$ cat config.mk
export PLATFORM = sky130hd
export DESIGN_NAME = mem_bus_arbiter
export DESIGN_NICKNAME = d
export VERILOG_FILES = /design/src/rtl/mem_bus_arbiter.sv
export SDC_FILE = /design/constraint.sdc
export NUM_CORES = 1
export LEC_CHECK = 0
export ABC_AREA = 1
export ABC_CLOCK_PERIOD_IN_PS = 1900
export CAP_MARGIN = 20
export CORE_AREA = 2 2 132 147
export DETAILED_ROUTE_END_ITERATION = 16
export DIE_AREA = 0 0 134 149
export HOLD_SLACK_MARGIN = 0.06
export PLACE_DENSITY = 0.7
export SLEW_MARGIN = 20
export SYNTH_ARGS = -nofsm -noshare
export SYNTH_HDL_FRONTEND = slang
export SYNTH_SLANG_ARGS = --single-unit
$ cat constraint.sdc
create_clock -name clk -period 1.9 [get_ports clk]
set_input_delay 0.285 -clock clk [delete_from_list [all_inputs] [get_ports clk]]
set_output_delay 0.285 -clock clk [all_outputs]
set_load 0.05 [all_outputs]
$ cat src/rtl/mem_bus_arbiter.sv
// -----------------------------------------------------------------------------
// mem_bus_arbiter
//
// Shares the single-port SoC memory between the core's MAR/MDR path (port C)
// and the UART/debug loader (port D). One transaction is in flight at a time:
// arbitrate in IDLE, hold the request on the memory bus in BUS until ack or
// timeout, then pulse the owner's done for one cycle in RESP.
//
// Parameters
//   AW       address width
//   DW       data width (byte enables are DW/8 wide)
//   TIMEOUT  max cycles m_req may stay high without m_ack; 0 = wait forever
//
// Ports
//   clk, rst                      rising-edge clock, async active-low reset
//   c_req/c_we/c_addr/c_wdata/c_be   core request (held until c_done)
//   c_done/c_rdata/c_err          core response; rdata/err valid with done
//   d_*                           loader request/response, same as port C
//   m_req/m_we/m_addr/m_wdata/m_be   memory bus request, held while m_req=1
//   m_rdata/m_ack                 memory read data, sampled on one-cycle ack
//   busy                          high while a transaction is in BUS or RESP
//   grant_id                      owner of current/last transaction (0=C,1=D)
// -----------------------------------------------------------------------------
module mem_bus_arbiter #(
    parameter int AW      = 32,
    parameter int DW      = 32,
    parameter int TIMEOUT = 255
) (
    input  logic            clk,
    input  logic            rst,

    input  logic            c_req,
    input  logic            c_we,
    input  logic [AW-1:0]   c_addr,
    input  logic [DW-1:0]   c_wdata,
    input  logic [DW/8-1:0] c_be,
    output logic            c_done,
    output logic [DW-1:0]   c_rdata,
    output logic            c_err,

    input  logic            d_req,
    input  logic            d_we,
    input  logic [AW-1:0]   d_addr,
    input  logic [DW-1:0]   d_wdata,
    input  logic [DW/8-1:0] d_be,
    output logic            d_done,
    output logic [DW-1:0]   d_rdata,
    output logic            d_err,

    output logic            m_req,
    output logic            m_we,
    output logic [AW-1:0]   m_addr,
    output logic [DW-1:0]   m_wdata,
    output logic [DW/8-1:0] m_be,
    input  logic [DW-1:0]   m_rdata,
    input  logic            m_ack,

    output logic            busy,
    output logic            grant_id
);

    // Counter only needs to reach TIMEOUT-1; keep at least one bit so the
    // declaration stays legal when the timeout is disabled.
    localparam int            CW       = (TIMEOUT > 0) ? $clog2(TIMEOUT + 1) : 1;
    localparam bit            TO_EN    = (TIMEOUT != 0);
    localparam logic [CW-1:0] CNT_LAST = CW'((TIMEOUT > 0) ? TIMEOUT - 1 : 0);

    typedef enum logic [1:0] {
        S_IDLE,
        S_BUS,
        S_RESP
    } state_t;

    state_t        state;
    logic          last_grant;   // 1 = D served last, so C wins the next tie
    logic [CW-1:0] to_cnt;

    logic          any_req;
    logic          pick_d;
    logic          to_hit;
    logic          finish;
    logic [DW-1:0] rsp_data;

    // Arbitration and completion decode
    always_comb begin
        any_req = c_req | d_req;

        // Round-robin only matters on a tie; a lone requester always wins.
        if (c_req && d_req) begin
            pick_d = ~last_grant;
        end else begin
            pick_d = d_req;
        end

        // Ack on the last allowed cycle still wins over the timeout.
        to_hit = TO_EN && !m_ack && (to_cnt == CNT_LAST);
        finish = m_ack || to_hit;

        // Writes and timeouts return zero data.
        rsp_data = (m_ack && !m_we) ? m_rdata : '0;
    end

    // Transaction sequencer with registered outputs
    always_ff @(posedge clk or negedge rst) begin
        if (!rst) begin
            state      <= S_IDLE;
            last_grant <= 1'b1;
            to_cnt     <= '0;
            m_req      <= 1'b0;
            m_we       <= 1'b0;
            m_addr     <= '0;
            m_wdata    <= '0;
            m_be       <= '0;
            busy       <= 1'b0;
            grant_id   <= 1'b0;
            c_done     <= 1'b0;
            c_rdata    <= '0;
            c_err      <= 1'b0;
            d_done     <= 1'b0;
            d_rdata    <= '0;
            d_err      <= 1'b0;
        end else begin
            // done is a single-cycle pulse
            c_done <= 1'b0;
            d_done <= 1'b0;

            case (state)
                S_IDLE: begin
                    if (any_req) begin
                        grant_id   <= pick_d;
                        last_grant <= pick_d;
                        if (pick_d) begin
                            m_we    <= d_we;
                            m_addr  <= d_addr;
                            m_wdata <= d_wdata;
                            m_be    <= d_be;
                        end else begin
                            m_we    <= c_we;
                            m_addr  <= c_addr;
                            m_wdata <= c_wdata;
                            m_be    <= c_be;
                        end
                        to_cnt <= '0;
                        m_req  <= 1'b1;
                        busy   <= 1'b1;
                        state  <= S_BUS;
                    end
                end

                S_BUS: begin
                    if (finish) begin
                        m_req <= 1'b0;
                        state <= S_RESP;
                        if (grant_id) begin
                            d_done  <= 1'b1;
                            d_rdata <= rsp_data;
                            d_err   <= ~m_ack;
                        end else begin
                            c_done  <= 1'b1;
                            c_rdata <= rsp_data;
                            c_err   <= ~m_ack;
                        end
                    end else if (TO_EN) begin
                        to_cnt <= to_cnt + CW'(1);
                    end
                end

                // Requests are not sampled here; a held req is re-arbitrated
                // in the following IDLE cycle.
                S_RESP: begin
                    busy  <= 1'b0;
                    state <= S_IDLE;
                end

                default: begin
                    state <= S_IDLE;
                end
            endcase
        end
    end

endmodule

==> results summary, run 1 <==
The flow ran to the end, and the final reports show no timing, DRC or antenna violations. The post-layout minimum cycle time came out at ~1.9 ns. Clock-pin slew was measured on the worst setup and hold paths at 0.07 ns. Along the worst path, the maximum fanout reaches 2. The count of input and output buffers is 314.

The library cell used most frequently in the layout, excluding fill and tap cells, is nand2_1. The remaining number of nets flagged by the antenna check after routing is 0. IR analysis of the VDD net gives a maximum drop of about 0.80 mV.

The slowest stage of the critical path is the clkdlybuf4s50_1 cell. The fraction of final layout cells with drive strength greater than 1 came out at 0.0775. The clock root buffer master is clkbuf_16. The initial core utilization is 0.343. The count of maximum capacitance violations came out at 0.

The critical path launch point type is a flip-flop. The synthesized netlist contains 22 unique library cells. The overall global routing resource usage is 0.199. For the pin with the worst max-slew slack, the measured transition is around 0.55 ns. The number of clock sinks is roughly 150. A synthesized cell averages 8.79 um2. The path class of the tightest hold or removal check is in -> async.

At the worst endpoint, the required time is around 1.6 ns. The most critical setup path has its startpoint at m_addr[0]. STA classifies the critical path endpoint as a primary output. Summing every instance area after synthesis gives 0.00638 mm2. Yosys printed 0 warnings.

The die boundary height is approximately 150 um. The via count of the first global-routing pass is around 6k. The proportion of power drawn by combinational gates came out at 0.545. The share of the clock period used by the worst path came out at 0.988.

The share of total power dissipated in the clock network is 0.179. The maximum operating frequency came out at 533 MHz. For the worst setup path, the data arrival time is between 1.5 and 2 ns. The total of endpoints with negative setup slack in the final report is 0. TritonCTS built the clock tree. The power per unit of standard cell area is roughly 1800 mW/mm2. The number of instances in the synthesized netlist is ~730.

Clock skew on the completed layout was measured at 0.00781 ns. The number of design-rule violations left by the first detailed-router iteration is slightly above 300. The number of levels in the clock H-tree came out at 4. The post-detailed-route DRC marker count came out at 0. The final number of max-transition violations is 0. Broken down by cell family, the worst path's largest delay share belongs to buffers and inverters. The total negative slack came out at 0 ns.

The total number of placement rows came out at 53. The die width is between 100 and 150 um. The part of the power in registers came out at 0.276. The area growth from synthesis to layout came out at 66.5%. The net switching power came out at between 0.009 and 0.01 W. The number of clock buffers added by TritonCTS is 17. The number of antenna diodes came out at 0. The static leakage is approximately 5.6 nW.

The number of storage elements in the synthesis netlist came out at ~150. The global placer's final weighted congestion is between 0.8 and 0.9. The portion of the post-synthesis area used by sequential elements came out at 0.592. The filler cell count in the final layout is about 1.7k. The maximum number of pins on one net before global-route repair is between 60 and 70.

The top cell types in the final layout, fill and taps aside, are nand2_1, clkdlybuf4s50_1, dfrtp_1. Setup repair after global routing left no endpoint under its margin. The delay of the slowest cell on the worst path came out at slightly above 0.8 ns. The number of antenna violations at the first check in global routing is 0. The I/O pin total came out at about 320. The die covers between 0.015 and 0.02 mm2.

The synthesized net count is 903. After detailed routing, the total wire length is about 20000 um. The final-stage net count is around 1.2k. In this run the tightest slew margin relative to its limit is 0.633. The clock tree buffer depth came out at 2. The core region is ~0.019 mm2.

The first global-routing pass estimated about 31000 um of wire. The half-perimeter wire length after placement came out at around 14000 um. The internal portion of total power is roughly 0.0098 W. Dividing the detail-routed via count by the number of cells gives 4.75. The fraction of power spent switching nets is 0.492. The number of iterations in the first detailed-routing pass came out at 5. Global routing finished with a remaining overflow of 0. The startpoint of the lowest-slack register-to-register path is to_cnt[0]. Traced cell by cell, the critical path runs through clkdlybuf4s50_1. The worst hold-check slack came out at roughly 0.38 ns.

The routed layout has 6140 vias. The critical path is of the reg -> out type. The final-report hold violation count came to 0. The clock insertion delay at the later pin of the skew report is around 0.42 ns.

The buffering stage count on the worst path with inverters included is 1. The routed length per placed instance came out at between 15 and 20 um.
==> final cells by class <==
class                           instances  area (um2)  area share
Tap cell                              247         309      0.0291
Multi-Input combinational cell        512        2300       0.216
Sequential cell                       151        3780       0.356
Inverter                               17        63.8     0.00600
Timing Repair Buffer                  333        3580       0.337
Clock buffer                           17         425      0.0400
Clock inverter                         15         176      0.0166
==> worst paths after layout <==
kind / to / slack (ns) / depth (start not counted)
worst max-delay path: m_addr[0] / 0.02 / 1
worst min-delay path: d_rdata[15] / 0.38 / 2
worst max register to register: to_cnt[4] / 0.31 / 9
worst min register to register: last_grant / 0.48 / 2
max in group asynchronous: last_grant / 0.91 / 3
min in group clk: d_rdata[28] / 0.45 / 3
==> kinds of logic (layout without fill, tap and decap cells) <==
| group | count (synthesis) | count (layout) | share of synthesized area |
|---|---|---|---|
| AOI/OAI and AO/OA | 213 | 213 | 0.173 |
| buffers and inverters | 63 | 382 | 0.0502 |
| adders and majority gates | 2 | 2 | 0.00392 |
| and+or+nand+nor | 295 | 295 | 0.179 |
| DFF | 151 | 151 | 0.592 |
| xor gates and xnor gates | 2 | 2 | 0.00274 |
==> registers in the layout, summed over array words and instances, names as in the netlist <==
name	count
m_addr	32
grant_id	1
busy	1
d_done	1
state	2
m_wdata	32
m_we	1
m_req	1
m_be	4
c_err	1
last_grant	1
d_rdata	32
c_rdata	32
to_cnt	8
d_err	1
c_done	1
==> repair_timing <==
item                                    4_1_cts  5_1_grt
endpoints found under the hold margin        42        0
hold buffers                                  1        0
gates resized for setup                      28       80
endpoints found under the setup margin       28       80
gates cloned                                  0        0
setup buffers                                 0        0
==> metrics by stage <==
step	worst slack [ns]	power (W)	instances	instance area, um2	utilization
floorplan	0.396	0.0121	726	6380	-
global placement	0.182	0.0161	1259	9850	0.529
detailed placement	0.135	0.0162	1259	9850	0.529
CTS	0.000218	0.0195	1292	10400	0.560
global route	0.0000645	0.0203	1292	10600	0.570
finish	0.0236	0.0192	1292	10600	0.570
==> synthesized netlist by cell type <==
library cell / instances / area (um2)
buf_2: 12 / 60.1
buf_6: 8 / 90.1
clkbuf_1: 19 / 71.3
clkbuf_2: 7 / 35.0
dfrtp_1: 150 / 3750
dfstp_2: 1 / 26.3
ha_1: 2 / 25.0
inv_1: 15 / 56.3
inv_2: 2 / 7.51
nand2_1: 201 / 754
nand2_2: 2 / 12.5
nand3_1: 9 / 45.0
nand3_2: 2 / 20.0
nor2_1: 79 / 297
nor2_2: 1 / 6.26
nor3_1: 1 / 5.00
o21ai_0: 107 / 536
o21ai_1: 96 / 480
o21ai_2: 9 / 78.8
o21bai_1: 1 / 7.51
xnor2_1: 1 / 8.76
xor2_1: 1 / 8.76
==> power groups by stage <==
| stage | Clock, W | Combinational, W | Sequential, W |
|---|---|---|---|
| floorplan | 0 | 0.00230 | 0.00982 |
| global placement | 0 | 0.0107 | 0.00535 |
| detailed placement | 0 | 0.0108 | 0.00538 |
| CTS | 0.00353 | 0.0106 | 0.00534 |
| global route | 0.00370 | 0.0111 | 0.00547 |
| finish | 0.00345 | 0.0105 | 0.00530 |
==> metal layers <==
layer	track usage	vias to the layer above	wire length, um
met2	0.341	266	9880
met4	0.0527	0	272
met5	0	-	0
met1	0.237	2860	8170
li1	-	2993	-
met3	0.0720	21	1900
Power figures use the tool's default switching activity.
==> inputs of run 2 (changes only) <==
--- a/config.mk
+++ b/config.mk
@@ -13,7 +13,6 @@
 export DIE_AREA = 0 0 134 149
 export HOLD_SLACK_MARGIN = 0.06
 export PLACE_DENSITY = 0.7
-export SLEW_MARGIN = 20
 export SYNTH_ARGS = -nofsm -noshare
 export SYNTH_HDL_FRONTEND = slang
 export SYNTH_SLANG_ARGS = --single-unit
==> results of run 2 <==
No change in the layout: final DEF, timing and power equal those of run 1.
